[config.mk]
export PLATFORM = sky130hd
export DESIGN_NAME = lsu_initiator
export DESIGN_NICKNAME = d
export VERILOG_FILES = /design/src/rtl/lsu_initiator.sv
export SDC_FILE = /design/constraint.sdc
export NUM_CORES = 1
export LEC_CHECK = 0
export ABC_AREA = 1
export CORE_MARGIN = 3
export CORE_UTILIZATION = 25
export DETAILED_ROUTE_END_ITERATION = 10
export SYNTH_ARGS = -nofsm -noshare
export SYNTH_HDL_FRONTEND = slang
export SYNTH_SLANG_ARGS = --single-unit
[constraint.sdc]
create_clock -name clk -period 3.11 [get_ports clk]
set_input_delay 0.7775 -clock clk [delete_from_list [all_inputs] [get_ports clk]]
set_output_delay 0.7775 -clock clk [all_outputs]
set_load 0.1 [all_outputs]
[src/rtl/lsu_initiator.sv]
// Load/store initiator between the execute stage and a length-strobed data memory port.
// It checks request alignment, holds the memory strobes for a fixed latency, and returns
// extended load data through a valid/ready handshake.
module lsu_initiator #(
  parameter int unsigned MEM_LATENCY = 1,
  parameter int unsigned XLEN        = 32
) (
  input  logic            clk,
  input  logic            rst,
  input  logic            req_valid,
  output logic            req_ready,
  input  logic            req_we,
  input  logic [1:0]      req_size,
  input  logic            req_signed,
  input  logic [XLEN-1:0] req_addr,
  input  logic [XLEN-1:0] req_wdata,
  output logic            resp_valid,
  input  logic            resp_ready,
  output logic [XLEN-1:0] resp_rdata,
  output logic            resp_err,
  output logic [1:0]      Mren,
  output logic [1:0]      Mwen,
  output logic [XLEN-1:0] raddr,
  output logic [XLEN-1:0] waddr,
  output logic [XLEN-1:0] wdata,
  input  logic [XLEN-1:0] rdata
);

  typedef enum logic [1:0] {StIdle, StAccess, StWait, StResp} state_e;

  localparam logic [3:0] CntInit = (MEM_LATENCY == 0) ? 4'd0 : 4'(MEM_LATENCY - 1);

  state_e          state_q, state_d;
  logic [3:0]      cnt_q, cnt_d;
  logic            we_q, we_d;
  logic [1:0]      size_q, size_d;
  logic            sgn_q, sgn_d;
  logic [XLEN-1:0] addr_q, addr_d;
  logic [XLEN-1:0] wdata_q, wdata_d;
  logic [XLEN-1:0] rdata_q, rdata_d;
  logic            err_q, err_d;
  logic            req_bad;
  logic            capture;

  function automatic logic [XLEN-1:0] mask_store(input logic [1:0]      size,
                                                 input logic [XLEN-1:0] d);
    logic [XLEN-1:0] r;
    r = '0;
    case (size)
      2'b01:   r = {{(XLEN-8){1'b0}}, d[7:0]};
      2'b10:   r = {{(XLEN-16){1'b0}}, d[15:0]};
      2'b11:   r = d;
      default: r = '0;
    endcase
    return r;
  endfunction

  function automatic logic [XLEN-1:0] extend_load(input logic [1:0]      size,
                                                  input logic            sgn,
                                                  input logic [XLEN-1:0] d);
    logic [XLEN-1:0] r;
    r = '0;
    case (size)
      2'b01:   r = {{(XLEN-8){sgn & d[7]}}, d[7:0]};
      2'b10:   r = {{(XLEN-16){sgn & d[15]}}, d[15:0]};
      2'b11:   r = d;
      default: r = '0;
    endcase
    return r;
  endfunction

  assign req_bad = (req_size == 2'b00) ||
                   (req_size == 2'b10 && req_addr[0]) ||
                   (req_size == 2'b11 && req_addr[1:0] != 2'b00);

  always_comb begin
    state_d = state_q;
    cnt_d   = cnt_q;
    we_d    = we_q;
    size_d  = size_q;
    sgn_d   = sgn_q;
    addr_d  = addr_q;
    wdata_d = wdata_q;
    rdata_d = rdata_q;
    err_d   = err_q;
    capture = 1'b0;

    unique case (state_q)
      StIdle: begin
        if (req_valid) begin
          we_d    = req_we;
          size_d  = req_size;
          sgn_d   = req_signed;
          addr_d  = req_addr;
          wdata_d = mask_store(req_size, req_wdata);
          rdata_d = '0;
          err_d   = req_bad;
          state_d = req_bad ? StResp : StAccess;
        end
      end
      StAccess: begin
        if (MEM_LATENCY == 0) begin
          capture = 1'b1;
          state_d = StResp;
        end else begin
          cnt_d   = CntInit;
          state_d = StWait;
        end
      end
      StWait: begin
        if (cnt_q == 4'd0) begin
          capture = 1'b1;
          state_d = StResp;
        end else begin
          cnt_d = cnt_q - 4'd1;
        end
      end
      StResp: begin
        if (resp_ready) begin
          rdata_d = '0;
          err_d   = 1'b0;
          state_d = StIdle;
        end
      end
      default: state_d = StIdle;
    endcase

    // Stores leave the response data at the zero loaded on accept.
    if (capture && !we_q) begin
      rdata_d = extend_load(size_q, sgn_q, rdata);
    end
  end

  always_ff @(posedge clk) begin
    if (rst) begin
      state_q <= StIdle;
      cnt_q   <= '0;
      we_q    <= 1'b0;
      size_q  <= 2'b00;
      sgn_q   <= 1'b0;
      addr_q  <= '0;
      wdata_q <= '0;
      rdata_q <= '0;
      err_q   <= 1'b0;
    end else begin
      state_q <= state_d;
      cnt_q   <= cnt_d;
      we_q    <= we_d;
      size_q  <= size_d;
      sgn_q   <= sgn_d;
      addr_q  <= addr_d;
      wdata_q <= wdata_d;
      rdata_q <= rdata_d;
      err_q   <= err_d;
    end
  end

  // The write strobe exists only in ACCESS so each store hits memory exactly once.
  assign Mren       = ((state_q == StAccess || state_q == StWait) && !we_q) ? size_q : 2'b00;
  assign Mwen       = (state_q == StAccess && we_q) ? size_q : 2'b00;
  assign raddr      = addr_q;
  assign waddr      = addr_q;
  assign wdata      = wdata_q;
  assign req_ready  = (state_q == StIdle);
  assign resp_valid = (state_q == StResp);
  assign resp_rdata = rdata_q;
  assign resp_err   = err_q;

endmodule

==> reports/qor.yml, run 1 <==
global_routing:
  grt_pass1_vias: 4150
  grt-ovfl-total: 0
  grtUsageTotal_pct: 14.0
  antenna_found_initial: 0
  grt_pass1_wl_um: 22700
  grt_max_degree: 61
sta:
  slew_headroom_pct: 55.4
  setup_violations: 0
  drv_slew: 0
  fin_crit_ns: 2.74
  worst_slew_pin_slew_ns: 0.669
  hold_violations: 0
  whs_ns: 0.468
  rsz0062_at_grt: "false"
  period_share_pct: 88.0
  skew_ns: 0.0111
  max_freq_ghz: 0.365
placed_design:
  port_buffers: 238
  hpwl_um: 10800
  gp_congestion: 0.798
floorplan:
  die-area_mm2: 0.0205
  core_area_mm2: 0.0182
  die_h_um: 143
  rows: 49
  start_util_pct: 25.8
  die_w_um: 143
  ioPinCount: 239
logic_synthesis:
  yosysTopAreaCell: "dfxtp_1"
  yosysWarningCount: 0
  synth_top_family_by_area: "simple AND/OR/NAND/NOR gates"
  synth-simple-area-share_pct: 24.4
  synth_seq_area_share_pct: 45.6
  muxShareOfSynthArea_pct: 0
  synth.top_cell.area_share_pct: 45.6
  syn_nets: 719
  ys_types: 26
  syn_area_mm2: 0.00469
  synth_compound_area_share_pct: 15.9
  ys_seq_elements: 107
  synth.most_common_cell: "dfxtp_1"
  synth.avg_cell_area_um2: 7.72
  synth_ff_type: "dfxtp_1"
  synth-xor-area-share_pct: 0.187
  synthArstFlopShare_pct: 0
  synthTopCellsByArea: "dfxtp_1 (46%), nand2_1 (8.1%), nor2_1 (7.7%), buf_4 (6.6%), a21oi_1 (6.1%)"
  synthAdderAreaFrac_pct: 1.87
  synthCells: 608
  synth_edf_count: 0
  ys_top_cells_by_count: "dfxtp_1 (107), nand2_1 (101), nor2_1 (96)"
power:
  peakVddDrop_v: 0.000541
  power_density_mw_per_mm2: 1010
  leakage_nw: 3.01
worst_setup_path:
  critPathSlowestCell: "ha_1"
  critPathCaptureType: "output pin"
  cp_max_fo: 9
  reg2reg_setup_slack_ns: 1.24
  crit_type: "flip-flop to output pin"
  crit_chain: "inv_1 -> ha_1 -> inv_2 -> nor3_1 -> buf_12"
  startpoint_type: "flip-flop"
  required_ns: 2.33
  cp_data_arrival_time_ns: 1.96
  reg2reg_from: "state_q[1]"
  slowest_delay_ns: 0.46
  r2r_end: "resp_rdata[28]"
  rr_worst_depth: 7
clock_network:
  cts_buffers: 9
  cts.path.max_buffers: 2
  cts_tree: "done"
  cts_resized: 0
  insertion_delay_ns: 0.35
  cts_sinks: 107
  path_clk_slew_ns: 0.08
  h-tree-depth: 3
  post_cts_buffers: 0
  cts_hold_buf: 0
  root_buffer: "clkbuf_16"
routing:
  vias: 4590
  avgViaCountPerCell: 4.46
  drtAntennaViolNets: 0
  drt-initial-drc-count: 194
  totalWireLength_um: 15100
  dr.pass1.iters: 4
  drc: 0
  wire_per_inst_um: 14.6
layout:
  antenna_cells: 0
  num-nets-final: 907
  drive_gt1_share_pct: 23.6
  num-fill-cells: 1895
  finish.utilization_pct: 38.3
  syn2layout_area_growth_pct: 48.8
min_path:
  hold_path_class: "flip-flop to flip-flop"
  hold_path_depth: 2
  worstHoldStart: "wdata[15]"
  hold_path_end: "wdata[15]"
job:
  maxCapViolations: 0
status:
  outcome: "completed"
[routing by layer]
layer | up-vias | global-route usage (%) | wire, µm
met2 | 145 | 24.2 | 7380
met4 | 0 | 3.10 | 156
met1 | 2102 | 17.0 | 6510
met3 | 9 | 4.39 | 1030
li1 | 2334 | - | -
met5 | - | 0 | 0
[how the worst max path moves through the flow]
stage / start / end / slack, ns / depth (start not counted)
3_3_place_gp: req_size[1] / state_q[1] / 0.71 / 8
5_1_grt: state_q[1] / Mren[0] / 0.19 / 5
4_1_cts: state_q[1] / Mren[0] / 0.33 / 5
3_5_place_dp: req_size[1] / state_q[1] / 0.70 / 8
2_1_floorplan: state_q[0] / Mren[0] / -0.56 / 5
6_report: state_q[1] / Mren[0] / 0.37 / 5
[critical path: cells and delay by family (launching register included)]
family / cells / cell delay [ns]
adders and majority gates: 1 / 0.46
buffers and inverters: 3 / 0.42
DFF: 1 / 0.38
and+or+nand+nor: 1 / 0.33
[flip-flops by register name, summed over array words and instances, names as in the netlist]
signal	cells
cnt_q	4
size_q	2
state_q	2
wdata	32
sgn_q	1
resp_err	1
we_q	1
resp_rdata	32
raddr	32
[cell usage in the layout (no fill, tap or decap), types with 10 or more instances in the layout]
master           Yosys  routed
o21ai_0             37      37
a21oi_1             57      57
clkdlybuf4s50_1      0     102
nand3_1             54      54
buf_4               41     144
nor2_1              96      96
nand2_1            101     101
inv_1               22      22
dfxtp_1            107     107
a22oi_2             10      10
[where the power goes]
part           total, mW  switching (mW)  internal (mW)
Combinational       4.19            3.33          0.865
Clock               1.12           0.566          0.556
Sequential          1.75           0.158           1.59
[stage by stage]
| stage | setup TNS (ns) | power [mW] | std cells | worst slack, ns | cell area, µm² |
|---|---|---|---|---|---|
| 2_1_floorplan | -1.13 | 5.23 | 608 | -0.563 | 4700 |
| 3_3_place_gp | 0 | 6.00 | 1014 | 0.715 | 6700 |
| 3_5_place_dp | 0 | 6.01 | 1014 | 0.699 | 6700 |
| 4_1_cts | 0 | 7.16 | 1030 | 0.332 | 6980 |
| 5_1_grt | 0 | 7.42 | 1030 | 0.192 | 6980 |
| 6_report | 0 | 7.07 | 1030 | 0.373 | 6980 |
[kinds of logic after synthesis]
group / Yosys count
flops: 107
fa+ha+maj: 7
buf+inv: 100
compound gates: 127
simple gates: 266
xor+xnor: 1
[area by class of cell]
| class | instances | area (µm²) | area share [%] |
|---|---|---|---|
| Clock buffer | 9 | 225 | 3.23 |
| Clock inverter | 7 | 58.8 | 0.842 |
| Inverter | 27 | 101 | 1.45 |
| Multi-Input combinational cell | 401 | 2000 | 28.7 |
| Sequential cell | 107 | 2140 | 30.7 |
| Tap cell | 229 | 287 | 4.10 |
| Timing Repair Buffer | 250 | 2170 | 31.0 |
No activity file was read; power rests on OpenSTA's default activity.
==> inputs of run 2 (changes only) <==
- CELL_PAD_IN_SITES_DETAIL_PLACEMENT: not set -> 1
- CELL_PAD_IN_SITES_GLOBAL_PLACEMENT: not set -> 2
- CORE_UTILIZATION: 25 -> 22
- MAX_ROUTING_LAYER: not set -> met4
- PLACE_DENSITY_LB_ADDON: not set -> 0.1
==> run 2 against run 1 <==
Critical path depth is the same; sequential cell count unchanged; setup slack got worse by 0.045 ns; sequential share of layout area shrank 0.56 points; clock-buffer cell count is 3 higher; cell area increased by 1.8%; combinational power grew 2%; wire length rose by 12%; cell count up 4.0%; hold slack got worse by 0.0012 ns; register-to-register slack worse by 0.11 ns; largest cell class unchanged; largest power group unchanged.
==> reports/qor.yml, run 2 (synthesized netlist as in run 1, its figures left out) <==
status:
  outcome: "completed"  # unchanged
clock_network:
  h-tree-depth: 3  # unchanged
  cts_tree: "done"  # unchanged
  cts_sinks: 107  # unchanged
  cts.path.max_buffers: 2  # unchanged
  path_clk_slew_ns: 0.07  # was 0.08 ns
  root_buffer: "clkbuf_16"  # unchanged
  insertion_delay_ns: 0.35  # about the same
  cts_resized: 0  # unchanged
  cts_buffers: 9  # unchanged
  post_cts_buffers: 0  # unchanged
  cts_hold_buf: 0  # unchanged
global_routing:
  grt_pass1_wl_um: 27200  # was 22,700 µm
  grt_max_degree: 61  # unchanged
  grt-ovfl-total: 0  # unchanged
  grtUsageTotal_pct: 14.8  # was 14.0%
  antenna_found_initial: 1  # was 0
  grt_pass1_vias: 5051  # was 4,150
sta:
  rsz0062_at_grt: "false"  # unchanged
  skew_ns: 0.00942  # was 0.0111 ns
  hold_violations: 0  # unchanged
  fin_setup_tns_ns: 0  # unchanged
  setup_violations: 0  # unchanged
  worst_slew_pin_slew_ns: 0.680  # was 0.669 ns
  drv_slew: 0  # unchanged
  fin_crit_ns: 2.78  # was 2.74 ns
  period_share_pct: 89.5  # was 88.0%
  whs_ns: 0.466  # was 0.468 ns
  max_freq_ghz: 0.359  # was 0.365 GHz
  slew_headroom_pct: 54.7  # was 55.4%
routing:
  drtAntennaViolNets: 0  # unchanged
  totalWireLength_um: 16900  # was 15,100 µm
  dr.pass1.iters: 4  # unchanged
  wire_per_inst_um: 15.7  # was 14.6 µm
  vias: 4722  # was 4,590
  drc: 0  # unchanged
  drt-initial-drc-count: 193  # was 194
  avgViaCountPerCell: 4.41  # was 4.46
worst_setup_path:
  crit_start: "state_q[0]"  # was state_q[1]
  r2r_end: "resp_rdata[7]"  # was resp_rdata[28]
  required_ns: 2.33  # about the same
  reg2reg_from: "state_q[0]"  # was state_q[1]
  cp_data_arrival_time_ns: 2.01  # was 1.96 ns
  critPathCaptureType: "output pin"  # unchanged
  crit_type: "flip-flop to output pin"  # unchanged
  rr_worst_depth: 7  # unchanged
  startpoint_type: "flip-flop"  # unchanged
  cp_max_fo: 9  # unchanged
  crit_end: "Mren[0]"  # unchanged
  reg2reg_setup_slack_ns: 1.13  # was 1.24 ns
floorplan:
  core_area_mm2: 0.0206  # was 0.0182 mm²
  ioPinCount: 239  # unchanged
  rows: 52  # was 49
  start_util_pct: 22.8  # was 25.8%
  die_w_um: 152  # was 143 µm
  die_h_um: 152  # was 143 µm
  die-area_mm2: 0.0231  # was 0.0205 mm²
layout:
  syn2layout_area_growth_pct: 51.5  # was 48.8%
  final_common_cell: "buf_4"  # unchanged
  mostFrequentLayoutCells: "buf_4 (140), dfxtp_1 (107), clkdlybuf4s50_1 (102), nand2_1 (101), nor2_1 (96)"  # was buf_4 (144), dfxtp_1 (107), clkdlybuf4s50_1 (102), nand2_1 (101), nor2_1 (96)
  drive_gt1_share_pct: 23.4  # was 23.6%
  num-fill-cells: 2450  # was 1,895
  num-nets-final: 906  # was 907
power:
  peakVddDrop_v: 0.000346  # was 0.000541 V
  power_density_mw_per_mm2: 1020  # was 1010 mW/mm²
  leakage_nw: 3.04  # was 3.01 nW
  power_mw: 7.29  # was 7.07 mW
min_path:
  hold_path_depth: 2  # unchanged
  hold_path_class: "flip-flop to flip-flop"  # unchanged
placed_design:
  port_buffers: 238  # unchanged
  hpwl_um: 12300  # was 10,800 µm
  gp_congestion: 0.761  # was 0.798
job:
  maxCapViolations: 0  # unchanged
[run 2: cell count changes in the layout (fill, tap and decap cells not counted), sizes merged]
| cell | previous run | this run |
|---|---|---|
| bufinv | 0 | 2 |
| clkinvlp | 2 | 1 |
| clkinv | 2 | 1 |
| buf | 148 | 147 |
| clkbuf | 9 | 12 |
| diode | 0 | 1 |
| inv | 30 | 27 |
[run 2: where the power goes]
| part | internal [mW] | total, mW | switching [mW] |
|---|---|---|---|
| Sequential | 1.59 | 1.75 | 0.156 |
| Clock | 0.750 | 1.27 | 0.518 |
| Combinational | 0.903 | 4.27 | 3.37 |
| Total | 3.24 | 7.29 | 4.04 |
[run 2: worst max-delay path, stage by stage, from the launching register on]
cell and delay [ns]:
dfxtp_1 0.37, inv_1 0.11, ha_1 0.48, inv_2 0.09
nor3_1 0.38, buf_12 0.24
[run 2: final cells by class]
cell class	count	area, µm²	area share, %
Inverter	27	101	1.43
Clock inverter	4	72.6	1.02
Antenna cell	1	2.50	0.0352
Multi-Input combinational cell	401	2000	28.1
Tap cell	270	338	4.75
Clock buffer	12	256	3.61
Timing Repair Buffer	249	2200	30.9
Sequential cell	107	2140	30.1
[run 2: worst min-delay path by stage]
stage                  start  slack (ns)       end
CTS                 cnt_q[1]        0.47  cnt_q[1]
floorplan           cnt_q[0]        0.44  cnt_q[0]
finish              cnt_q[1]        0.47  cnt_q[1]
global route        wdata[8]        0.50  wdata[8]
global placement    cnt_q[0]        0.45  cnt_q[0]
detailed placement  cnt_q[1]        0.46  cnt_q[1]
[run 2: metrics by stage]
step / util, % / setup WS [ns] / cell area, µm² / std cells
6_report: 34.5 / 0.327 / 7110 / 1071
5_1_grt: 34.5 / 0.234 / 7110 / 1071
3_5_place_dp: 32.9 / 0.681 / 6780 / 1054
2_1_floorplan: - / -0.563 / 4700 / 608
3_3_place_gp: 32.9 / 0.719 / 6780 / 1054
4_1_cts: 34.5 / 0.294 / 7110 / 1070
[run 2: metal layers]
metal	GRT usage, %	up-vias	wire length (µm)
met5	-	-	0
met4	4.49	0	242
li1	-	2329	-
met2	24.0	161	8000
met1	17.8	2215	7380
met3	4.58	17	1240
